<file path="src/rtl/credit_sender.sv">
// Transmit end of a credit-flow link: accepts producer items over a valid/ready
// handshake, forwards them for one cycle each, and tracks far-end free slots.
module credit_sender #(
  parameter type         data_t = logic [31:0],
  parameter int unsigned DEPTH  = 2,
  localparam int unsigned CW    = $clog2(DEPTH + 1)
) (
  input  logic          clk,
  input  logic          rst,
  input  logic          enq_valid,
  output logic          enq_ready,
  input  data_t         enq_data,
  output logic          tx_valid,
  output data_t         tx_data,
  input  logic          credit_in,
  input  logic          flush,
  output logic [CW-1:0] credits,
  output logic          idle,
  output logic          overflow
);

  localparam logic [CW-1:0] FULL = CW'(DEPTH);

  logic          send;
  logic [CW-1:0] credits_nxt;
  logic          tx_valid_nxt;
  logic          ovf_set;

  // Ready is a function of registered credits and flush only, never enq_valid.
  assign enq_ready = (credits != '0) && !flush;
  assign send      = enq_valid && enq_ready;

  // Credit bookkeeping; flush wins over both send and a returned credit.
  always_comb begin
    credits_nxt  = credits;
    ovf_set      = 1'b0;
    tx_valid_nxt = send;
    if (flush) begin
      credits_nxt  = FULL;
      tx_valid_nxt = 1'b0;
    end else if (send && !credit_in) begin
      credits_nxt = credits - CW'(1);
    end else if (credit_in && !send) begin
      if (credits == FULL) begin
        ovf_set = 1'b1;
      end else begin
        credits_nxt = credits + CW'(1);
      end
    end
  end

  always_ff @(posedge clk or posedge rst) begin
    if (rst) begin
      credits  <= FULL;
      tx_valid <= 1'b0;
      tx_data  <= '0;
      idle     <= 1'b1;
      overflow <= 1'b0;
    end else begin
      credits  <= credits_nxt;
      tx_valid <= tx_valid_nxt;
      idle     <= (credits_nxt == FULL) && !tx_valid_nxt;
      if (send) begin
        tx_data <= enq_data;
      end
      // Sticky until reset; flush deliberately leaves it set.
      if (ovf_set) begin
        overflow <= 1'b1;
      end
    end
  end

  a_credit_range: assert property (@(posedge clk) disable iff (rst) credits <= FULL);

endmodule

</file>
<file path="config.mk">
export PLATFORM = sky130hd
export DESIGN_NAME = credit_sender
export DESIGN_NICKNAME = d
export VERILOG_FILES = /design/src/rtl/credit_sender.sv
export SDC_FILE = /design/constraint.sdc
export NUM_CORES = 1
export LEC_CHECK = 0
export ABC_AREA = 1
export CORE_ASPECT_RATIO = 0.5
export CORE_MARGIN = 3
export CORE_UTILIZATION = 33
export DETAILED_ROUTE_END_ITERATION = 8
export PLACE_DENSITY = 0.68
export SLEW_MARGIN = 20
export SYNTH_ARGS = -nofsm -noshare
export SYNTH_HDL_FRONTEND = slang
export SYNTH_SLANG_ARGS = --single-unit
</file>
<file path="constraint.sdc">
create_clock -name clk -period 1.98 [get_ports clk]
set_clock_uncertainty 0.2 [all_clocks]
set_input_delay 0.594 -clock clk [delete_from_list [all_inputs] [get_ports clk]]
set_output_delay 0.594 -clock clk [all_outputs]
set_load 0.005 [all_outputs]
</file>
* Yosys cells after proc, flatten, opt, wreduce, memory -nomap -nowiden
Cells that the tools add are included.
Cells by class: reductions and logical operators 10, eq/ne operators 2, magnitude comparators 0, shift operators 0, muxes and demuxes 9, add/sub/neg operators 2, div/mod/pow operators 0, multipliers 0, bitwise logic cells 0
Operators by type and width (number):
- two-way mux 2 bit | 4
- logical AND 1 bit | 5
- two-way mux 1 bit | 5
- equality test 2 bit (second input constant) | 2
- logical NOT 1 bit | 4
- adder 2 x 1 -> 2 bit (second input constant) | 1
- nonzero test 2 bit | 1
- subtractor 2 x 1 -> 2 bit (second input constant) | 1
Storage, ports and cells: output and inout port bits 38, memories 0, bits in writable memories 0, register bits 37, bits of input ports 37, bits in read-only memories 0, bits in latches 0

* Logic depth before layout (Yosys ltp)
depth after elaboration 10, gate-level depth with buffers 10

* Worst setup path before layout
OpenSTA, ideal clock, no wires.
path type register -> output, from reg credits[1], to out enq_ready, arrival time 959 ps, buffers on the path 0, setup slack 227 ps, stages on the path, launching flop included 4, path through dfstp_2 -> inv_1 -> ha_1 -> nor2_4
Between the ends: cells in the longest elaborated chain, start to end 2
Ends and longest elaborated chain:
- from (decl) | line 17 | output logic [CW-1:0] credits,
- from (signal assigned) | line 60 | credits <= credits_nxt;
- nonzero test 2 bit | line 30 | assign enq_ready = (credits != '0) && !flush;
- logical AND 1 bit | line 30
- to (decl) | line 11 | output logic enq_ready,
No other way between the ends.

* Worst setup path in the final report
Ends and elaborated chain as after synthesis.

==> run metrics <==
NumNets Final=302; diode count=0; layout cell share with drive strength beyond 1=0.125; Hold Startpoint=tx_data[19]; # rows=16; outcome=finished with violations; FF-to-FF End=tx_data[14]; synthesized instance count=172; Vias/cell=4.36; cell leakage power=1.49 nW; Async S/R FF share, synth=1.00; I/O pin count=75; R2R setup slack=0.15 ns; routability congestion estimate=0.766; clk slew on worst S/H paths=around 0.070 ns; Slew @ Worst Pin=roughly 0.43 ns; most common cell after layout, fill and taps aside=nand2_1; Setup WS pre-CTS=-0.471 ns; TritonCTS buffer count=5; CTS root buffer=clkbuf_8; Clock Latency Late Sink=0.28 ns; post-placement cell area=0.00238 sq mm; area delta synth->final=65.7%; crit path max fanout=2; gr usage total=0.147; # setup viols final=1; H-tree depth=2; WL final=roughly 4000 um; worst r2r src=credits[0]; FF+latch count, synth=37; max incr delay on CP=0.53 ns; WP data arrival=1.20 ns; core area=0.00416 sq mm; antenna-violating nets left=0; Post-synth EDFFs=0; startpoint types=register; number of instances in the placed design=about 310; initial core utilization=0.367; Pwr per Cell Area=815 mW/mm^2; Achievable Freq=501 MHz; setup TNS=-0.0145 ns; hold_buf cts=0; Seq/Total Area, Yosys=0.608; Die W=102 um; setup ws final=-0.0145 ns; # Max-Cap Violations=0; CP max stage cell=dfstp_2; Rel. slew slack=0.712; initial DRC count=43; synthesized area=0.00153 sq mm; routed vias=about 1400; full die area=0.00553 sq mm; initial antenna violation count=0; Syn Nets=212; maximum vdd drop=0.351 mV; largest net degree at the start of global routing=34; Final Hold Violating Endpoints=0; vias in the first global route=1359; top_reg_cell synth=dfrtp_1; post-route insts no fill=317; post-route clock period utilization=1.01; design area=about 0.0025 sq mm; hold crit path type=register to register; Yosys Warn Count=0; Max Slew Vio Count=0; CTS tree=built; number of port buffers=74; failing checks=negative setup slack; grt total ovfl=0; DP Wirelength=2930 um; Yosys cell types=16; WP data required=1.19 ns; DRT Pass-1 Iters=4; Avg Synthesized Cell Area=8.87 sq um; R2R depth=8; critical path type=register to output pin; hold depth=2; DRC Markers=0; post-route minimum period=1.99 ns; Sink Count=37; CP Capture Type=output pin; first-pass GRT wire length=6150 um; unrepaired setup endpoints after global routing=true; DR WL/cell=12.3 um; Die H=54.1 um; WHS Endpoint=tx_data[19]; Clock Path Buffers=2; commonest cells after routing, fill and taps aside=nand2_1 (106), clkdlybuf4s50_1 (51), dfrtp_1 (35); crit path cell chain=inv_2 > ha_4 > nor2_4 > buf_2
Yosys cell counts (2+ instances only):
library cell | n | area (sq um)
inv_2 | 2 | 7.51
dfrtp_1 | 35 | 876
nand3_2 | 2 | 20.0
nand3_1 | 2 | 10.0
ha_1 | 3 | 37.5
buf_2 | 3 | 15.0
nand2_1 | 106 | 398
inv_1 | 8 | 30.0
dfstp_2 | 2 | 52.6
buf_6 | 3 | 33.8
logic make-up (layout without fill, tap and decap cells):
logic type               Yosys count  after routing  share of synthesized area
AND/OR/NAND/NOR                  115            115                      0.306
buffers and inverters             16            107                     0.0566
flip-flops                        37             37                      0.608
AO/OA/AOI/OAI                      1              1                    0.00492
adder cells (fa/ha/maj)            3              3                     0.0246
per-layer routing:
layer / GRT usage / vias up / wire [um]
met3: 0.0440 / 3 / 184
li1: - / 691 / -
met5: 0 / - / 0
met1: 0.167 / 657 / 1640
met4: 0.0458 / 0 / 22
met2: 0.273 / 30 / 2060
repair_timing:
item / 4_1_cts / 5_1_grt
buffers inserted: 0 / 3
resized for setup: 11 / 20
endpoints found under the setup margin: 4 / 37
pin swaps: 1 / 0
power breakdown:
part,switching [mW],internal [mW]
sequential,0.0656,0.893
clock,0.247,0.247
combinational,0.241,0.368
worst max-delay path: cells and delay by family, from the launching register on:
kind | cells | cell delay (ns)
flip-flops | 1 | 0.53
buffers and inverters | 2 | 0.16
AND/OR/NAND/NOR | 1 | 0.07
adder cells (fa/ha/maj) | 1 | 0.15
how the worst max path moves through the flow:
| stage | from | to | slack [ns] |
|---|---|---|---|
| global placement | flush | enq_ready | -0.47 |
| detailed placement | flush | enq_ready | -0.47 |
| finish | credits[1] | enq_ready | -0.01 |
| CTS | credits[1] | enq_ready | -0.02 |
| global route | credits[1] | enq_ready | -0.07 |
| floorplan | credits[1] | enq_ready | 0.23 |
state kept, by name, summed over array words and instances (netlist names):
signal / cells
tx_data: 32
idle: 1
credits: 2
tx_valid: 1
overflow: 1
per-stage QoR:
| step | utilization | hold slack, ns | power (mW) |
|---|---|---|---|
| 2_1_floorplan | - | 0.268 | 1.18 |
| 3_3_place_gp | 0.571 | 0.262 | 1.58 |
| 3_5_place_dp | 0.571 | 0.264 | 1.60 |
| 4_1_cts | 0.591 | 0.281 | 2.10 |
| 5_1_grt | 0.608 | 0.292 | 2.19 |
| 6_report | 0.608 | 0.276 | 2.06 |
area by class of cell:
type / count / area (sq um)
timing repair buffer: 89 / 890
fill: 380 / 1630
tap: 54 / 67.6
clock inverter: 1 / 5.00
inverter: 10 / 38.8
sequential: 37 / 928
clock buffer: 7 / 76.3
multi-input combinational: 119 / 524
Power figures use the tool's default switching activity.
